**src/rtl/riscv_pkg.sv**
```systemverilog
// Shared definitions for the RV32IM fetch stage: reset/bubble constants,
// fetch state encoding and a word-alignment helper.
package riscv_pkg;

   localparam logic [31:0] RESET_PC_DEFAULT  = 32'h0000_0000;
   localparam logic [31:0] NOP_INSTR_DEFAULT = 32'h0000_0013;   // addi x0, x0, 0

   typedef enum logic [1:0] {
      S_RESET   = 2'b00,
      S_FETCH   = 2'b01,
      S_STALL   = 2'b10,
      S_DISCARD = 2'b11
   } fetch_state_e;

   // Force an address onto a 32-bit instruction word boundary.
   function automatic logic [31:0] word_align(input logic [31:0] addr);
      return addr & 32'hFFFF_FFFC;
   endfunction

endpackage

```
**src/rtl/instruction_fetch_unit_pc_reg.sv**
```systemverilog
// Program counter: async reset to the reset vector, sequential +4 step
// (wraps modulo 2^32) and word-aligned target load.
module pc_reg
   import riscv_pkg::*;
#(
   parameter logic [31:0] RESET_PC = RESET_PC_DEFAULT
) (
   input  logic        clk,
   input  logic        rst_n,
   input  logic        inc_en,
   input  logic        load_en,
   input  logic [31:0] load_value,
   output logic [31:0] pc,
   output logic [31:0] pc_plus4
);

   logic [31:0] pc_d;
   logic [31:0] pc_q;

   // Next PC: a target load takes precedence over the sequential step.
   always_comb begin
      pc_d = pc_q;
      if (load_en) begin
         pc_d = word_align(load_value);
      end else if (inc_en) begin
         pc_d = pc_q + 32'd4;
      end else begin
         pc_d = pc_q;
      end
   end

   // PC state, returns to the reset vector asynchronously.
   always_ff @(posedge clk or negedge rst_n) begin
      if (!rst_n) begin
         pc_q <= word_align(RESET_PC);
      end else begin
         pc_q <= pc_d;
      end
   end

   assign pc       = pc_q;
   assign pc_plus4 = pc_q + 32'd4;

endmodule

```
**src/rtl/instruction_fetch_unit.sv**
```systemverilog
// IF stage: owns the PC, drives instruction memory (holding requests through
// busywait), and fills the IF/ID register. Redirect flushes and beats stall;
// a redirect during an outstanding request waits in S_DISCARD for the
// in-flight word, drops it, then fetches the pending target.
module instruction_fetch_unit
   import riscv_pkg::*;
#(
   parameter logic [31:0] RESET_PC  = RESET_PC_DEFAULT,
   parameter logic [31:0] NOP_INSTR = NOP_INSTR_DEFAULT
) (
   input  logic        CLK,
   input  logic        RESET,
   output logic [31:0] imem_addr,
   output logic        imem_read,
   input  logic [31:0] imem_readdata,
   input  logic        imem_busywait,
   input  logic        stall,
   input  logic        redirect,
   input  logic [31:0] redirect_target,
   output logic [31:0] if_id_pc,
   output logic [31:0] if_id_pc4,
   output logic [31:0] if_id_instr,
   output logic        if_id_valid
);

   fetch_state_e state_q, state_d;
   logic [31:0]  pc_s, pc4_s, pc_target_s;
   logic         pc_inc_s, pc_load_s, imem_read_s;
   logic [31:0]  if_id_pc_q, if_id_pc_d, if_id_pc4_q, if_id_pc4_d;
   logic [31:0]  if_id_instr_q, if_id_instr_d;
   logic         if_id_valid_q, if_id_valid_d;
   logic [31:0]  hold_pc_q, hold_pc_d, hold_instr_q, hold_instr_d;
   logic         hold_valid_q, hold_valid_d;
   logic [31:0]  pending_target_q, pending_target_d;

   pc_reg #(.RESET_PC(RESET_PC)) u_pc_reg (
      .clk        (CLK),
      .rst_n      (RESET),
      .inc_en     (pc_inc_s),
      .load_en    (pc_load_s),
      .load_value (pc_target_s),
      .pc         (pc_s),
      .pc_plus4   (pc4_s)
   );

   // Next-state, PC control and IF/ID / hold-buffer updates.
   always_comb begin
      state_d          = state_q;
      pc_inc_s         = 1'b0;
      pc_load_s        = 1'b0;
      pc_target_s      = redirect_target;
      if_id_pc_d       = if_id_pc_q;
      if_id_pc4_d      = if_id_pc4_q;
      if_id_instr_d    = if_id_instr_q;
      if_id_valid_d    = if_id_valid_q;
      hold_pc_d        = hold_pc_q;
      hold_instr_d     = hold_instr_q;
      hold_valid_d     = hold_valid_q;
      pending_target_d = pending_target_q;
      case (state_q)
         S_RESET: begin
            state_d = S_FETCH;
         end
         S_FETCH: begin
            if (redirect) begin
               if_id_instr_d = NOP_INSTR;
               if_id_valid_d = 1'b0;
               hold_valid_d  = 1'b0;
               if (imem_busywait) begin
                  pending_target_d = word_align(redirect_target);
                  state_d          = S_DISCARD;
               end else begin
                  pc_load_s = 1'b1;   // word returned this cycle is wrong-path
                  state_d   = S_FETCH;
               end
            end else if (imem_busywait) begin
               if (!stall) begin
                  if_id_instr_d = NOP_INSTR;
                  if_id_valid_d = 1'b0;
               end else begin
                  if_id_valid_d = if_id_valid_q;
               end
            end else if (stall) begin
               hold_pc_d    = pc_s;
               hold_instr_d = imem_readdata;
               hold_valid_d = 1'b1;
               state_d      = S_STALL;
            end else begin
               if_id_pc_d    = pc_s;
               if_id_pc4_d   = pc4_s;
               if_id_instr_d = imem_readdata;
               if_id_valid_d = 1'b1;
               pc_inc_s      = 1'b1;
            end
         end
         S_STALL: begin
            if (redirect) begin
               if_id_instr_d = NOP_INSTR;
               if_id_valid_d = 1'b0;
               hold_valid_d  = 1'b0;
               pc_load_s     = 1'b1;
               state_d       = S_FETCH;
            end else if (!stall) begin
               if_id_pc_d    = hold_pc_q;
               if_id_pc4_d   = hold_pc_q + 32'd4;
               if_id_instr_d = hold_instr_q;
               if_id_valid_d = hold_valid_q;
               hold_valid_d  = 1'b0;
               pc_inc_s      = 1'b1;
               state_d       = S_FETCH;
            end else begin
               state_d = S_STALL;
            end
         end
         S_DISCARD: begin
            if (redirect) begin
               if_id_instr_d = NOP_INSTR;
               if_id_valid_d = 1'b0;
               hold_valid_d  = 1'b0;
               if (imem_busywait) begin
                  pending_target_d = word_align(redirect_target);
               end else begin
                  pc_load_s = 1'b1;
                  state_d   = S_FETCH;
               end
            end else if (!imem_busywait) begin
               pc_load_s   = 1'b1;   // in-flight word is dropped here
               pc_target_s = pending_target_q;
               state_d     = S_FETCH;
            end else begin
               state_d = S_DISCARD;
            end
         end
         default: begin
            state_d = S_RESET;
         end
      endcase
   end

   // Request strobe decoded from the registered state only.
   always_comb begin
      case (state_q)
         S_FETCH, S_DISCARD: imem_read_s = 1'b1;
         default:            imem_read_s = 1'b0;
      endcase
   end

   // State, IF/ID, hold buffer and pending redirect target registers.
   always_ff @(posedge CLK or negedge RESET) begin
      if (!RESET) begin
         state_q          <= S_RESET;
         if_id_pc_q       <= 32'd0;
         if_id_pc4_q      <= 32'd0;
         if_id_instr_q    <= NOP_INSTR;
         if_id_valid_q    <= 1'b0;
         hold_pc_q        <= 32'd0;
         hold_instr_q     <= NOP_INSTR;
         hold_valid_q     <= 1'b0;
         pending_target_q <= 32'd0;
      end else begin
         state_q          <= state_d;
         if_id_pc_q       <= if_id_pc_d;
         if_id_pc4_q      <= if_id_pc4_d;
         if_id_instr_q    <= if_id_instr_d;
         if_id_valid_q    <= if_id_valid_d;
         hold_pc_q        <= hold_pc_d;
         hold_instr_q     <= hold_instr_d;
         hold_valid_q     <= hold_valid_d;
         pending_target_q <= pending_target_d;
      end
   end

   assign imem_addr   = pc_s;
   assign imem_read   = imem_read_s;
   assign if_id_pc    = if_id_pc_q;
   assign if_id_pc4   = if_id_pc4_q;
   assign if_id_instr = if_id_instr_q;
   assign if_id_valid = if_id_valid_q;

endmodule

```
**config.mk**
```make
export PLATFORM = sky130hd
export DESIGN_NAME = instruction_fetch_unit
export DESIGN_NICKNAME = d
export VERILOG_FILES = /design/src/rtl/riscv_pkg.sv /design/src/rtl/instruction_fetch_unit_pc_reg.sv /design/src/rtl/instruction_fetch_unit.sv
export SDC_FILE = /design/constraint.sdc
export NUM_CORES = 1
export LEC_CHECK = 0
export ABC_CLOCK_PERIOD_IN_PS = 3200
export CORE_AREA = 2 2 152 154
export CTS_CLUSTER_SIZE = 30
export DETAILED_ROUTE_END_ITERATION = 8
export DIE_AREA = 0 0 154 156
export PLACE_DENSITY = 0.87
export SLEW_MARGIN = 10
export SYNTH_ARGS = -nofsm -noshare
export SYNTH_HDL_FRONTEND = slang
export SYNTH_SLANG_ARGS = --single-unit
```
**constraint.sdc**
```tcl
create_clock -name CLK -period 3.2 [get_ports CLK]
set_input_delay 0.64 -clock CLK [delete_from_list [all_inputs] [get_ports CLK]]
set_output_delay 0.64 -clock CLK [all_outputs]
set_load 0.1 [all_outputs]
```
==> results.cfg, run 1 <==
[global_routing]
gr-total-overflow = 0
grtUsageTotal_pct = 23.6
grt_pass1_wl_um = 45800
antenna_found_initial = 0
grt_max_degree = 83
grt_pass1_vias = 8519

[placed_design]
hpwl_um = 20200
finalWeightedCongestion = 0.934
io_buffers = 190
placed_area_sq_um = 12800

[worst_setup_path]
cp.required_ns = 3.64
critPathKind = flop to flop
worstPathMaxFanout = 15
arrival_ns = 3.14
startpoint_type = flop
end_kind = flop

[sta]
tightest_slew_ns = 1.05
hold_viol = 0
clock_skew_ns = 0.0103
fin_crit_sh_pct = 84.3
slew_violations = 0
grt_setup_unrepaired = false
max_freq_mhz = 371
slew_headroom_pct = 29.9
setup_viol = 0
min_period_ns = 2.70
tns_ns = 0

[cells_and_area]
nFillCells = 1756
area_growth_pct = 23.7
insertedDiodeCount = 0
drive_gt1_share_pct = 24.4
final_area_sq_um = 13600
layout.nets = 1276

[detailed_routing]
drc = 0
wl_met3_um = 2310
viasPerCell = 5.80
wl_per_cell_um = 19.1
wl_met2_um = 13300
drtAntennaViolNets = 0
vias = 8707
m1WireLength_um = 12100
drt_iter0_drc = 714
dr.pass1.iters = 5
wl_um = 28700
routed.top_layer = met4

[logic_synthesis]
syn_avg_cell_area_sq_um = 10.4
yosys_warnings = 0
synth_edf_count = 0
ys_types = 54
async_flop_share_pct = 100
synthesis.area_sq_um = 11000
synth-seq-cells = 218
syn_inst = 1061
ys_seq_area_share_pct = 49.6
synth_ff_type = dfrtp_1

[clocking]
cts_hold_buf = 0
clk_latency_ns = 0.51
postCtsSetupRepairBufs = 0
cts_tree = built
ctsRootBufferMaster = clkbuf_16
cts_buffers = 22
cts_resized = 0
cts.sinks = 218
cts.htree.levels = 1
path_clk_slew_ns = 0.06
max-clock-path-buffers = 3

[worst_hold_path]
hold_path.class = primary input to async pin

[run_status]
outcome = finished, final reports clean

[floorplan]
core_sq_um = 22400
die_x_um = 154
die-area_sq_um = 24000
rows = 55
ioPinCount = 199
die_y_um = 156
start_util_pct = 49.2

[job]
max_cap_viol_count = 0
[routing by layer]
metal,track usage [%],vias up
met3,5.47,70
met2,36.4,375
li1,-,4050
met1,32.5,4212
met5,0,-
met4,9.66,0
[final cells by class]
class	count	area, sq um	share of cell area [%]
multi-input combinational	739	5150	37.8
clock buffer	36	714	5.25
tap	285	357	2.62
sequential	218	5460	40.1
inverter	12	45.0	0.331
clock inverter	4	72.6	0.533
timing repair buffer	208	1820	13.3
[synthesized netlist by cell type (2+ instances only)]
| library cell | instances | area share, % |
|---|---|---|
| or2_2 | 4 | 0.23 |
| nand2_1 | 119 | 4.1 |
| o21a_1 | 2 | 0.14 |
| nor2_1 | 26 | 0.89 |
| a21o_1 | 3 | 0.20 |
| a31oi_1 | 2 | 0.11 |
| inv_1 | 11 | 0.37 |
| nand2b_1 | 2 | 0.11 |
| nand4_1 | 30 | 1.7 |
| or3_1 | 4 | 0.23 |
| buf_1 | 7 | 0.24 |
| a221o_1 | 3 | 0.27 |
| dfstp_2 | 6 | 1.4 |
| nor3_1 | 23 | 1.0 |
| nor2b_1 | 34 | 1.9 |
| buf_4 | 6 | 0.41 |
| nand3_1 | 24 | 1.1 |
| buf_6 | 2 | 0.20 |
| a211oi_1 | 29 | 2.0 |
| o221ai_1 | 14 | 1.1 |
| buf_2 | 13 | 0.59 |
| and4bb_2 | 2 | 0.23 |
| and4_1 | 3 | 0.24 |
| clkbuf_1 | 68 | 2.3 |
| dfrtp_1 | 212 | 48 |
| a221oi_1 | 2 | 0.16 |
| o21ai_0 | 88 | 4.0 |
| and3_1 | 7 | 0.40 |
| nor4_1 | 9 | 0.51 |
| a22oi_1 | 29 | 2.0 |
| mux2_2 | 89 | 9.1 |
| and2_1 | 2 | 0.11 |
| mux2i_1 | 39 | 3.5 |
| ha_1 | 6 | 0.68 |
| a21oi_1 | 41 | 1.9 |
| xnor2_1 | 44 | 3.5 |
| or4_1 | 2 | 0.14 |
| nor4_4 | 3 | 0.58 |
| xor2_1 | 36 | 2.9 |
[worst paths after layout]
path	from	to	slack, ns	cells past startpoint
max	u_pc_reg.pc[2]	if_id_pc4[20]	0.50	6
max reg2reg	u_pc_reg.pc[2]	if_id_pc4[20]	0.50	6
min in group CLK	if_id_pc[28]	if_id_pc[28]	0.48	2
min	RESET	u_pc_reg.pc[16]	0.16	1
min reg2reg	if_id_pc[28]	if_id_pc[28]	0.48	2
max in group asynchronous	RESET	if_id_pc[14]	2.18	2
[cell usage in the layout, fill, tap and decap left out, drive strengths merged, types with 3 or more instances in the layout]
master and n:
dfrtp 212, buf 142, nand2 119, mux2 89
o21ai 88, clkdlybuf4s50 65, xnor2 44, a21oi 41
mux2i 39, clkbuf 37, xor2 36, nor2b 34
nand4 31, a211oi 29, a22oi 29, nor2 26
nand3 24, nor3 24, o221ai 14, nor4 13
inv 12, and3 7, conb 6, dfstp 6
ha 6, or2 4, or3 4, a21o 3
and4 3, a221o 3, or4 3
[stage by stage]
stage | worst slack (ns) | util (%) | hold WS, ns | cells
3_3_place_gp | 0.297 | 57.4 | 0.463 | 1462
5_1_grt | 0.322 | 60.9 | 0.245 | 1502
2_1_floorplan | 0.388 | - | 0.344 | 1066
3_5_place_dp | 0.239 | 57.4 | 0.473 | 1462
6_report | 0.502 | 60.9 | 0.157 | 1502
4_1_cts | 0.542 | 60.9 | 0.201 | 1502
[cells by family after synthesis]
logic type      Yosys count  synth area share [%]
compound gates          219                  12.3
xor+xnor                 80                  6.36
fa+ha+maj                 6                 0.682
buf+inv                 109                  4.22
flops                   218                  49.6
mux                     128                  12.6
other cells               1                0.0341
simple gates            300                  14.1
[critical path, stage by stage, from the launching register on]
cell,delay [ns]
dfrtp_1,0.49
ha_1,0.29
nand4_1,0.24
or4_1,0.83
or3_1,0.43
a21oi_1,0.19
a221o_1,0.16
Power of run 1 is left out: the tool's default activity adds up to more than one toggle a clock period on the data nets, which glitch-free logic cannot reach.
==> inputs of run 2 (changes only) <==
--- a/config.mk
+++ b/config.mk
@@ -5,7 +5,7 @@
 export SDC_FILE = /design/constraint.sdc
 export NUM_CORES = 1
 export LEC_CHECK = 0
-export ABC_CLOCK_PERIOD_IN_PS = 3200
+export ABC_CLOCK_PERIOD_IN_PS = 2800
 export CORE_AREA = 2 2 152 154
 export CTS_CLUSTER_SIZE = 30
 export DETAILED_ROUTE_END_ITERATION = 8
==> constraint.sdc (replaced) <==
create_clock -name CLK -period 2.8 [get_ports CLK]
set_input_delay 0.56 -clock CLK [delete_from_list [all_inputs] [get_ports CLK]]
set_output_delay 0.56 -clock CLK [all_outputs]
set_load 0.1 [all_outputs]
==> run 2 against run 1 <==
Net effect: utilization rose by 0.85 points; first-iteration DRC count rose by 7.4%; final area up 1.4%; largest cell class unchanged; highest routed layer unchanged.
==> results.cfg, run 2 (synthesis results as in run 1) <==
[run_status]
outcome = finished, final reports clean

[global_routing]
antenna_found_initial = 0
grt_max_degree = 72
grt_pass1_vias = 8589
grt_pass1_wl_um = 46300
gr-total-overflow = 0
grtUsageTotal_pct = 23.8

[floorplan]
rows = 55
die-area_sq_um = 24000
core_sq_um = 22400
die_y_um = 156
die_x_um = 154
ioPinCount = 199
start_util_pct = 49.2

[sta]
slew_headroom_pct = 33.7
max_freq_mhz = 404
setup_viol = 0
clock_skew_ns = 0.0119
tightest_slew_ns = 0.991
slew_violations = 0
grt_setup_unrepaired = false
fin_crit_sh_pct = 88.5
min_period_ns = 2.48
hold_viol = 0
tns_ns = 0

[clocking]
cts_tree = built
cts_hold_buf = 0
cts_resized = 0
clk_latency_ns = 0.51
max-clock-path-buffers = 3
cts_buffers = 23
ctsRootBufferMaster = clkbuf_16
cts.htree.levels = 1
cts.sinks = 218
path_clk_slew_ns = 0.06
postCtsSetupRepairBufs = 0

[worst_setup_path]
arrival_ns = 1.92
critPathKind = flop to output pin
cpLargestDelayFamily = flip-flops
path_cells = ha_1 > or2_2 > buf_4
worstPathMaxFanout = 12
critPathMaxStageDelay_ns = 0.43
startpoint_type = flop
slowest_stage = dfrtp_1
crit_buf_inv = 1
cp.required_ns = 2.24
end_kind = output pin

[detailed_routing]
wl_per_cell_um = 19.0
drt_iter0_drc = 767
drc = 0
wl_um = 28800
viasPerCell = 5.70
vias = 8659
drtAntennaViolNets = 0
dr.pass1.iters = 6

[job]
max_cap_viol_count = 0

[cells_and_area]
insertedDiodeCount = 0
nFillCells = 1718
mostFrequentLayoutCell = dfrtp_1
mostFrequentLayoutCells = dfrtp_1 (211), buf_4 (150), nand2_1 (119), mux2_2 (89), o21ai_0 (87)
area_growth_pct = 25.4
drive_gt1_share_pct = 25.7
layout.nets = 1293

[worst_hold_path]
hold_path.class = primary input to async pin

[placed_design]
hpwl_um = 20500
io_buffers = 190
finalWeightedCongestion = 0.928
-- run 2: cell types whose count changed in the layout (fill, tap and decap cells not counted), moves of 3 or more --
cell / previous run / this run
clkbuf_8: 10 / 6
bufinv_16: 2 / 5
buf_4: 135 / 150
clkinv_2: 1 / 4
-- run 2: per-layer routing --
layer / GRT usage (%) / vias up / wire length (um)
li1: - / 4058 / -
met1: 32.8 / 4190 / 12200
met2: 37.7 / 352 / 13500
met3: 4.89 / 59 / 2270
met4: 7.97 / 0 / 807
met5: 0 / - / 0
-- run 2: area by class of cell --
type	instances	area [sq um]	share of cell area (%)
flip-flops and latches	218	5460	39.6
multi-input cells	739	5150	37.3
repair buffers	224	1950	14.1
clock buffers	31	656	4.75
well taps	285	357	2.58
clock inverters	11	188	1.36
inverters	12	45.0	0.326
-- run 2: stage by stage --
step                hold slack (ns)  worst slack (ns)  instances  cell area [sq um]  util [%]
floorplan                     0.264           0.00363       1066              11000         -
global placement              0.464             0.225       1478              13000      58.0
detailed placement            0.471             0.216       1478              13000      58.0
CTS                          0.0740             0.327       1520              13800      61.7
global route                  0.104             0.257       1520              13800      61.7
finish                       0.0527             0.323       1520              13800      61.7
-- run 2: final timing paths --
check,start,end,slack (ns),cells after the start
setup / recovery,state_q[0],imem_read,0.32,3
hold / removal,RESET,pending_target_q[25],0.05,1
setup reg to reg,u_pc_reg.pc[8],u_pc_reg.pc[24],0.48,6
hold reg to reg,if_id_pc[27],if_id_pc[27],0.48,2
max in group asynchronous,RESET,if_id_instr[0],1.89,2
min in group CLK,if_id_pc[27],if_id_pc[27],0.48,2
Power of run 2 is left out for the same reason.
